## config.mk

```make
export PLATFORM = sky130hd
export DESIGN_NAME = sevenseg_scan_decoder
export DESIGN_NICKNAME = d
export VERILOG_FILES = /design/src/rtl/sevenseg_pkg.sv /design/src/rtl/sevenseg_scan_decoder_pattern.sv /design/src/rtl/sevenseg_scan_decoder.sv
export SDC_FILE = /design/constraint.sdc
export NUM_CORES = 1
export LEC_CHECK = 0
export CAP_MARGIN = 20
export CORE_ASPECT_RATIO = 1.5
export CORE_MARGIN = 5
export CORE_UTILIZATION = 56
export CTS_CLUSTER_SIZE = 28
export DETAILED_ROUTE_END_ITERATION = 10
export GPL_ROUTABILITY_DRIVEN = 0
export HOLD_SLACK_MARGIN = 0.06
export PLACE_DENSITY = 0.86
export SETUP_SLACK_MARGIN = 0.15
export SLEW_MARGIN = 30
export SYNTH_ARGS = -nofsm -noshare
export SYNTH_HDL_FRONTEND = slang
export SYNTH_SLANG_ARGS = --single-unit
```

## constraint.sdc

```tcl
create_clock -name clock -period 4.2 [get_ports clock]
set_input_delay 0.84 -clock clock [delete_from_list [all_inputs] [get_ports clock]]
set_output_delay 0.84 -clock clock [all_outputs]
set_load 0.01 [all_outputs]
```

## src/rtl/sevenseg_pkg.sv

```systemverilog
// Shared definitions for the 7-segment scan decoder: active-low segment patterns,
// the captured bus sample type, scan FSM states and anode helper functions.
package sevenseg_pkg;

    // Active-low {g,f,e,d,c,b,a} patterns, identical to the display driver's encoder.
    localparam logic [6:0] SEG_0 = 7'b1000000;
    localparam logic [6:0] SEG_1 = 7'b1111001;
    localparam logic [6:0] SEG_2 = 7'b0100100;
    localparam logic [6:0] SEG_3 = 7'b0110000;
    localparam logic [6:0] SEG_4 = 7'b0011001;
    localparam logic [6:0] SEG_5 = 7'b0010010;
    localparam logic [6:0] SEG_6 = 7'b0000010;
    localparam logic [6:0] SEG_7 = 7'b1111000;
    localparam logic [6:0] SEG_8 = 7'b0000000;
    localparam logic [6:0] SEG_9 = 7'b0010000;
    localparam logic [6:0] SEG_A = 7'b0001000;
    localparam logic [6:0] SEG_B = 7'b0000011;
    localparam logic [6:0] SEG_C = 7'b1000110;
    localparam logic [6:0] SEG_D = 7'b0100001;
    localparam logic [6:0] SEG_E = 7'b0000110;
    localparam logic [6:0] SEG_F = 7'b0001110;

    typedef struct packed {
        logic [7:0] anode;
        logic [6:0] cathode;
    } bus_sample_t;

    typedef enum logic [1:0] {
        ST_IDLE,
        ST_SETTLE,
        ST_CAPTURE,
        ST_HOLD
    } scan_state_e;

    function automatic logic [3:0] low_count(input logic [7:0] a);
        low_count = 4'd0;
        for (int i = 0; i < 8; i++) begin
            low_count = low_count + {3'd0, ~a[i]};
        end
    endfunction

    // Index of the lowest driven (low) anode; only meaningful when exactly one is low.
    function automatic logic [2:0] low_index(input logic [7:0] a);
        low_index = 3'd0;
        for (int i = 7; i >= 0; i--) begin
            if (!a[i]) low_index = 3'(i);
        end
    endfunction

endpackage

```

## src/rtl/sevenseg_scan_decoder_pattern.sv

```systemverilog
// seg7_pattern_decode: combinational inverse of the driver's segment encoder.
// hit is low for any cathode pattern that is not one of the sixteen hex glyphs.
module seg7_pattern_decode
    import sevenseg_pkg::*;
(
    input  logic [6:0] cathode,
    output logic       hit,
    output logic [3:0] nibble
);

    always_comb begin
        // NOTE: every output gets a value before the case so no path leaves one unassigned (no latch).
        hit    = 1'b1;
        nibble = 4'h0;
        case (cathode)
            SEG_0:   nibble = 4'h0;
            SEG_1:   nibble = 4'h1;
            SEG_2:   nibble = 4'h2;
            SEG_3:   nibble = 4'h3;
            SEG_4:   nibble = 4'h4;
            SEG_5:   nibble = 4'h5;
            SEG_6:   nibble = 4'h6;
            SEG_7:   nibble = 4'h7;
            SEG_8:   nibble = 4'h8;
            SEG_9:   nibble = 4'h9;
            SEG_A:   nibble = 4'hA;
            SEG_B:   nibble = 4'hB;
            SEG_C:   nibble = 4'hC;
            SEG_D:   nibble = 4'hD;
            SEG_E:   nibble = 4'hE;
            SEG_F:   nibble = 4'hF;
            default: hit    = 1'b0;
        endcase
    end

endmodule

```

## src/rtl/sevenseg_scan_decoder.sv

```systemverilog
// Rebuilds the hex value shown on a multiplexed 7-segment bus for loopback checking.
// Optional SCAN_ERR_CNT_EN adds err_count, a saturating count of decode and multi-anode errors.
module sevenseg_scan_decoder
    import sevenseg_pkg::*;
#(
    parameter int DIGITS        = 4,
    parameter int SETTLE_CYCLES = 2
) (
    input  logic                clock,
    input  logic                reset,
    input  logic [6:0]          cathode,
    input  logic [7:0]          anode,
    output logic [4*DIGITS-1:0] number,
    output logic                frame_valid,
    output logic                frame_err,
    output logic                decode_err
`ifdef SCAN_ERR_CNT_EN
    ,
    output logic [7:0]          err_count
`endif
);

    localparam int CW = $clog2(SETTLE_CYCLES + 1);
    localparam int IW = (DIGITS > 1) ? $clog2(DIGITS) : 1;
    // A single identical sample is already enough when SETTLE_CYCLES is 1.
    localparam scan_state_e ENTRY = (SETTLE_CYCLES == 1) ? ST_CAPTURE : ST_SETTLE;

    bus_sample_t          sample_q, prev_q, ref_q;
    scan_state_e          state_q, state_n;
    logic [CW-1:0]        cnt_q, cnt_n;
    logic [DIGITS-1:0]    seen_q;
    logic [4*DIGITS-1:0]  shadow_q;
    logic                 bad_q, dec_pend_q;
    logic                 active, capture, frame_done, hit;
    logic [2:0]           low_idx;
    logic [IW-1:0]        cap_idx;
    logic [3:0]           nibble;

    assign low_idx    = low_index(sample_q.anode);
    assign active     = (low_count(sample_q.anode) == 4'd1) && (32'(low_idx) < DIGITS);
    assign capture    = (state_q == ST_CAPTURE);
    // In CAPTURE, prev_q is the last sample that passed the settle check.
    assign cap_idx    = IW'(low_index(prev_q.anode));
    assign frame_done = &seen_q;

    seg7_pattern_decode u_decode (
        .cathode (prev_q.cathode),
        .hit     (hit),
        .nibble  (nibble)
    );

    always_comb begin
        state_n = state_q;
        cnt_n   = cnt_q;
        case (state_q)
            ST_IDLE: begin
                if (active) begin
                    state_n = ENTRY;
                    cnt_n   = CW'(1);
                end
            end
            ST_SETTLE: begin
                if (sample_q == prev_q) begin
                    if (32'(cnt_q) + 1 >= SETTLE_CYCLES) state_n = ST_CAPTURE;
                    else                                  cnt_n   = cnt_q + 1'b1;
                end else if (active) begin
                    state_n = ENTRY;
                    cnt_n   = CW'(1);
                end else begin
                    state_n = ST_IDLE;
                end
            end
            ST_CAPTURE: state_n = ST_HOLD;
            ST_HOLD: begin
                // Compared against the captured digit so a change during CAPTURE is not missed.
                if (sample_q != ref_q) begin
                    state_n = active ? ENTRY : ST_IDLE;
                    cnt_n   = CW'(1);
                end
            end
            default: state_n = ST_IDLE;
        endcase
    end

    always_ff @(posedge clock) begin
        // NOTE: sequential state uses non-blocking assignments so every flop sees pre-edge values.
        if (reset) begin
            sample_q    <= '1;
            prev_q      <= '1;
            ref_q       <= '1;
            state_q     <= ST_IDLE;
            cnt_q       <= '0;
            seen_q      <= '0;
            bad_q       <= 1'b0;
            dec_pend_q  <= 1'b0;
            number      <= '0;
            frame_valid <= 1'b0;
            frame_err   <= 1'b0;
            decode_err  <= 1'b0;
        end else begin
            sample_q    <= {anode, cathode};
            prev_q      <= sample_q;
            state_q     <= state_n;
            cnt_q       <= cnt_n;
            frame_valid <= frame_done && !bad_q;
            frame_err   <= frame_done && bad_q;
            // Delayed one extra cycle so it lines up with the frame verdict of the same capture.
            dec_pend_q  <= capture && !hit;
            decode_err  <= dec_pend_q;
            if (frame_done) begin
                seen_q <= '0;
                bad_q  <= 1'b0;
                if (!bad_q) number <= shadow_q;
            end
            if (capture) begin
                ref_q           <= prev_q;
                seen_q[cap_idx] <= 1'b1;
                if (!hit) bad_q <= 1'b1;
            end
        end
    end

    // NOTE: shadow is not reset; it only reaches number after every digit has been rewritten.
    always_ff @(posedge clock) begin
        for (int i = 0; i < DIGITS; i++) begin
            if (capture && (cap_idx == IW'(i))) shadow_q[4*i +: 4] <= hit ? nibble : 4'h0;
        end
    end

`ifdef SCAN_ERR_CNT_EN
    logic       multi_low, multi_q;
    logic [1:0] err_inc;

    assign multi_low = (low_count(sample_q.anode) >= 4'd2);
    assign err_inc   = {1'b0, decode_err} + {1'b0, multi_low && !multi_q};

    always_ff @(posedge clock) begin
        if (reset) begin
            multi_q   <= 1'b0;
            err_count <= 8'd0;
        end else begin
            multi_q <= multi_low;
            if ({1'b0, err_count} + {7'd0, err_inc} > 9'd255) err_count <= 8'hFF;
            else                                             err_count <= err_count + {6'd0, err_inc};
        end
    end
`endif

endmodule

```

==> results.ini <==
[finish]
antennaDiodeCount=0
final_cell_mix=dfxtp_1 (74), nand2_1 (72), clkdlybuf4s50_1 (35), xnor2_1 (28), a21oi_1 (27)
finalInstanceArea_mm2=0.004373
nFillCells=512
final_common_cell=dfxtp_1
area_growth_pct=16.00
layout-drive-gt1-share_pct=10.90
stdcell_count=507
num-nets-final=451

[route]
vias=2851
viasPerCell=5.623
drc=0
post_drt_wl_per_cell_um=14.81
drt-initial-drc-count=132
final_antenna_net_count=0
routed_wl_um=7508
drt-pass1-iter-count=5

[job]
maxCapViolations=0

[global_routing]
grt_pass1_wl_um=12230
antenna_found_initial=0
grt_pass1_vias=2770
grt_max_degree=41
grt.total_usage_pct=17.77
overflow=0

[die]
die_w_um=76.99
start_util_pct=57.72
die_area_mm2=0.008507
io_pins=36
core_mm2=0.006531
core.rowCount=36
die_h_um=110.5

[clock_network]
h-tree-depth=3
clk_latency_ns=0.36
cts_root_buf=clkbuf_8
post_cts_resized=0
cts_hold_buf=0
clk_path_buf_depth=2
post_cts_buffers=0
cts_tree=done
numCtsBuffers=9
path_clk_slew_ns=0.08
clock-sinks=90

[sta]
setup_viol=0
max_freq_mhz=281.5
rsz0062_at_grt=false
fin_crit_sh_pct=84.58
clock_skew_ns=0.008774
hold_viol=0
period_needed_ns=3.553
worstMarginPinSlew_ns=0.8624
fin_hold_ws_ns=0.4509
tns_ns=0
slew_headroom_pct=42.29
slew_violations=0

[placed_design]
numPortBuffers=35
place_inst=491
place_area_mm2=0.004139
hpwl_um=5406

[worst_setup_path]
worst_ep_required_time_ns=4.47
cp_top_family=adder cells
worstSetupPathType=reg2reg
arrival_ns=3.82
worst-r2r-setup-slack_ns=0.65
cp-start-kind=flip-flop
crit_chain=fa_1, inv_1, fa_1, fa_1, ha_1, inv_1, fa_1, nand3b_1, a211oi_1, or3_1, a31oi_1, a311oi_1
crit_slowest_cell=fa_1
path_buf_inv=2
crit_path_end_kind=flip-flop
cp_common_cell=fa_1
cpPeakStageDelay_ns=0.55
path_max_fanout=5

[logic_synthesis]
synth_area_per_cell_um2=9.401
synthCells=401
ys_seq_area_share_pct=52.04
yosysTopAreaCell=dfxtp_1
async_flop_share_pct=0
synth_cell_type_count=49
ys_top_cells_by_area=dfxtp_1 (39%), edfxtp_1 (13%), nand2_1 (7.2%)
syn_nets=426
synth_top_area_share_pct=39.30
synthFlopType=dfxtp_1
synthesis.area_mm2=0.003770
ys_warn_count=0
synth_seq_cells=90
synth_edf_count=16

[pwr]
ir_worst_vdd_uv=258.5
power.density_mw_per_mm2=396.8
p_leak_nw=1.653

[hold_path]
hold_path.class=reg2reg

[status]
status=completed

-- layout make-up --
type                    instances  area (µm²)  area share (%)
clock buffers                  11       131.4           3.004
clock inverters                 5       102.6           2.346
inverters                      16       60.06           1.373
multi-input cells             272        1657           37.88
flip-flops and latches         90        1962           44.86
well taps                      76       95.09           2.175
repair buffers                 37       365.4           8.355
-- layer usage --
metal  global-route usage [%]  vias to the layer above  part of all wire [%]  wire length (µm)
li1                         -                     1400                     -                 -
met1                    17.72                     1349                    36              2725
met2                    33.01                       86                    56              4183
met3                    3.502                       16                   5.1               380
met4                    10.44                        0                   2.9               219
met5                        0                        -                     0                 0
-- synthesized netlist by cell type (all sizes together), types with 3 or more instances --
cell type   n
nor3        4
o211ai      3
nand2      72
edfxtp     16
o21a        3
xor2        3
nand2b      3
clkbuf     19
ha          4
or3         3
nor2       16
or2        26
a21oi      27
fa          4
nor4        5
nand3      17
a31oi       3
o21ai       3
nand4      13
buf         4
dfxtp      74
xnor2      28
inv        16
nor2b       9
-- state kept, by name, indices dropped and copies added, names as in the netlist, named ones only --
name,flops
shadow_q,16
number,16
bad_q,1
state_q,1
decode_err,1
prev_q,15
frame_err,1
cnt_q,2
dec_pend_q,1
seen_q,4
frame_valid,1
sample_q,15
ref_q,15
-- cells by family (layout without fill, tap and decap cells) --
family | after synthesis | in the layout | share of synthesized area (%)
AOI/OAI and AO/OA | 53 | 53 | 8.796
buffers and inverters | 39 | 69 | 4.016
DFF | 90 | 90 | 52.04
xor gates and xnor gates | 31 | 31 | 7.202
and+or+nand+nor | 178 | 178 | 23.96
adders and majority gates | 8 | 8 | 3.452
muxes | 2 | 2 | 0.5311
-- worst reg2reg max path, stage by stage (launching register included) --
cell	delay, ns
dfxtp_1	0.38
fa_1	0.56
inv_1	0.05
fa_1	0.45
fa_1	0.49
ha_1	0.17
inv_1	0.06
fa_1	0.38
nand3b_1	0.17
a211oi_1	0.27
or3_1	0.18
a31oi_1	0.09
a311oi_1	0.24
-- stage by stage --
step	power, W	setup WS (ns)	util [%]
after global placement	0.001066	0.7806	63.37
after floorplan	0.001033	0.8890	-
final	0.001735	0.6475	66.95
after global routing	0.001796	0.3981	66.95
after detailed placement	0.001076	0.6011	63.37
after CTS	0.001746	0.6297	66.95
-- power breakdown --
part / switching (W) / leakage [nW] / internal, W
Clock: 0.000284 / 0.114 / 0.000394
Sequential: 0.0000298 / 0.726 / 0.000892
Combinational: 0.0000647 / 0.813 / 0.0000699
-- worst paths after layout --
path	start	end	depth (start not counted)
hold / removal	dec_pend_q$_SDFF_PP0_	decode_err$_SDFF_PP0_	1
setup reg to reg	sample_q[7]$_SDFF_PP1_	cnt_q[0]$_SDFFE_PP0P_	12
setup / recovery	sample_q[7]$_SDFF_PP1_	cnt_q[0]$_SDFFE_PP0P_	12
hold reg to reg	dec_pend_q$_SDFF_PP0_	decode_err$_SDFF_PP0_	1
(Power assumes the default switching activity.)
==> patch (config.mk and constraints unchanged) <==
Add a define of `SCAN_ERR_CNT_EN`.
--- a/src/rtl/sevenseg_scan_decoder.sv
+++ b/src/rtl/sevenseg_scan_decoder.sv
@@ -1,5 +1,7 @@
 // Rebuilds the hex value shown on a multiplexed 7-segment bus for loopback checking.
 // Optional SCAN_ERR_CNT_EN adds err_count, a saturating count of decode and multi-anode errors.
+`define SCAN_ERR_CNT_EN
+
 module sevenseg_scan_decoder
     import sevenseg_pkg::*;
 #(
Function (old outputs only; new: err_count): kept (equiv_simple and equiv_induct, registers matched by name and starting in step).
==> patch against the unedited design <==
  * The flow now finishes with violations (negative setup slack)
  * Power increased by 2.6%
  * Sequential cell count increased by 9
  * Cell area increased by 13%
  * Routed wire length increased by 13%
  * Cell count increased by 15%
  * Critical path depth increased by 5
  * Synthesized area increased by 12%
  * Worst setup slack got worse by 0.80 ns
  * Critical path type unchanged
==> patch: results (changes against the unedited design) <==
M3 GR Usage: 3.63% (+0.12 points)
worst-path fanout max: 6 (+1)
endpoints failing setup: 8 (+8)
wire per inst: 14.6 um (-1.7%)
Worst R2R Path Depth: 17 (+5)
top cells by count, synth: 83 x dfxtp_1, 74 x nand2_1, 30 x a21oi_1, 30 x xor2_1, 26 x or2_2
comb_multi_in: 302 (+11%)
multiplexer share of the synthesized area: 0.238% (-0.29 points)
Met2 Wirelength: 4560 um (+9.0%)
fraction of area in registers: 43.4% (-1.4 points)
Layout clock area frac: 3.45% (-1.9 points)
Worst Skew: 0.00906 ns (+0.000290 ns)
outcome: complete, but fails checks
DP HPWL: 6240 um (+15%)
overall routing resource usage: 19.6% (+1.8 points)
top post-synthesis cells by area: dfxtp_1 39%, edfxtp_1 11%, nand2_1 6.6%
final setup margin: -0.155 ns (-0.802 ns)
clock buf count: 10 (-1)
port buffer count: 43 (+23%)
Hold Crit Depth: 2 (+1)
non-clock buffer area fraction after layout: 9.68% (+1.3 points)
failing checks: negative setup slack
Post-CTS Resized: 1 (+1)
worst slew pin tran: 0.767 ns (-0.0952 ns)
largest net degree at the start of global routing: 62 (+51%)
WP data arrival: 4.59 ns (+0.77 ns)
Final TNS setup: -1.08 ns (-1.08 ns)
Seq/Total Area, Yosys: 50.8% (-1.2 points)
peak supply drop: 0.253 mV (-2.1%)
hold endpoint: number[8]
complex-gate fraction of the synthesized area: 9.21% (+0.41 points)
met2 usage: 35.8% (+2.8 points)
DR vias: 3192 (+12%)
[patch: per-stage QoR]
| step | cell area [um2] | hold WS [ns] | std cells |
|---|---|---|---|
| after floorplan | 4250 | 0.414 | 442 |
| after global placement | 4720 | 0.440 | 567 |
| after detailed placement | 4720 | 0.448 | 567 |
| after CTS | 4900 | 0.460 | 584 |
| after global routing | 4940 | 0.463 | 584 |
| final | 4940 | 0.455 | 584 |
[patch: worst max-delay path: stages (launching register included)]
cell and delay, ns:
dfxtp_2 0.34, fa_1 0.54, inv_1 0.06, fa_1 0.45
fa_1 0.50, ha_2 0.18, inv_2 0.04, fa_2 0.35
buf_4 0.15, mux2i_2 0.17, nor2b_1 0.08, nor2_1 0.14
ha_2 0.31, ha_4 0.16, fa_2 0.39, and3_4 0.19
nand3_4 0.11, a21oi_1 0.07
[patch: power by group]
part / leakage [nW] / internal, mW / switching [mW]
Combinational: 0.946 / 0.112 / 0.109
Clock: 0.0859 / 0.217 / 0.316
Sequential: 0.799 / 0.989 / 0.0388
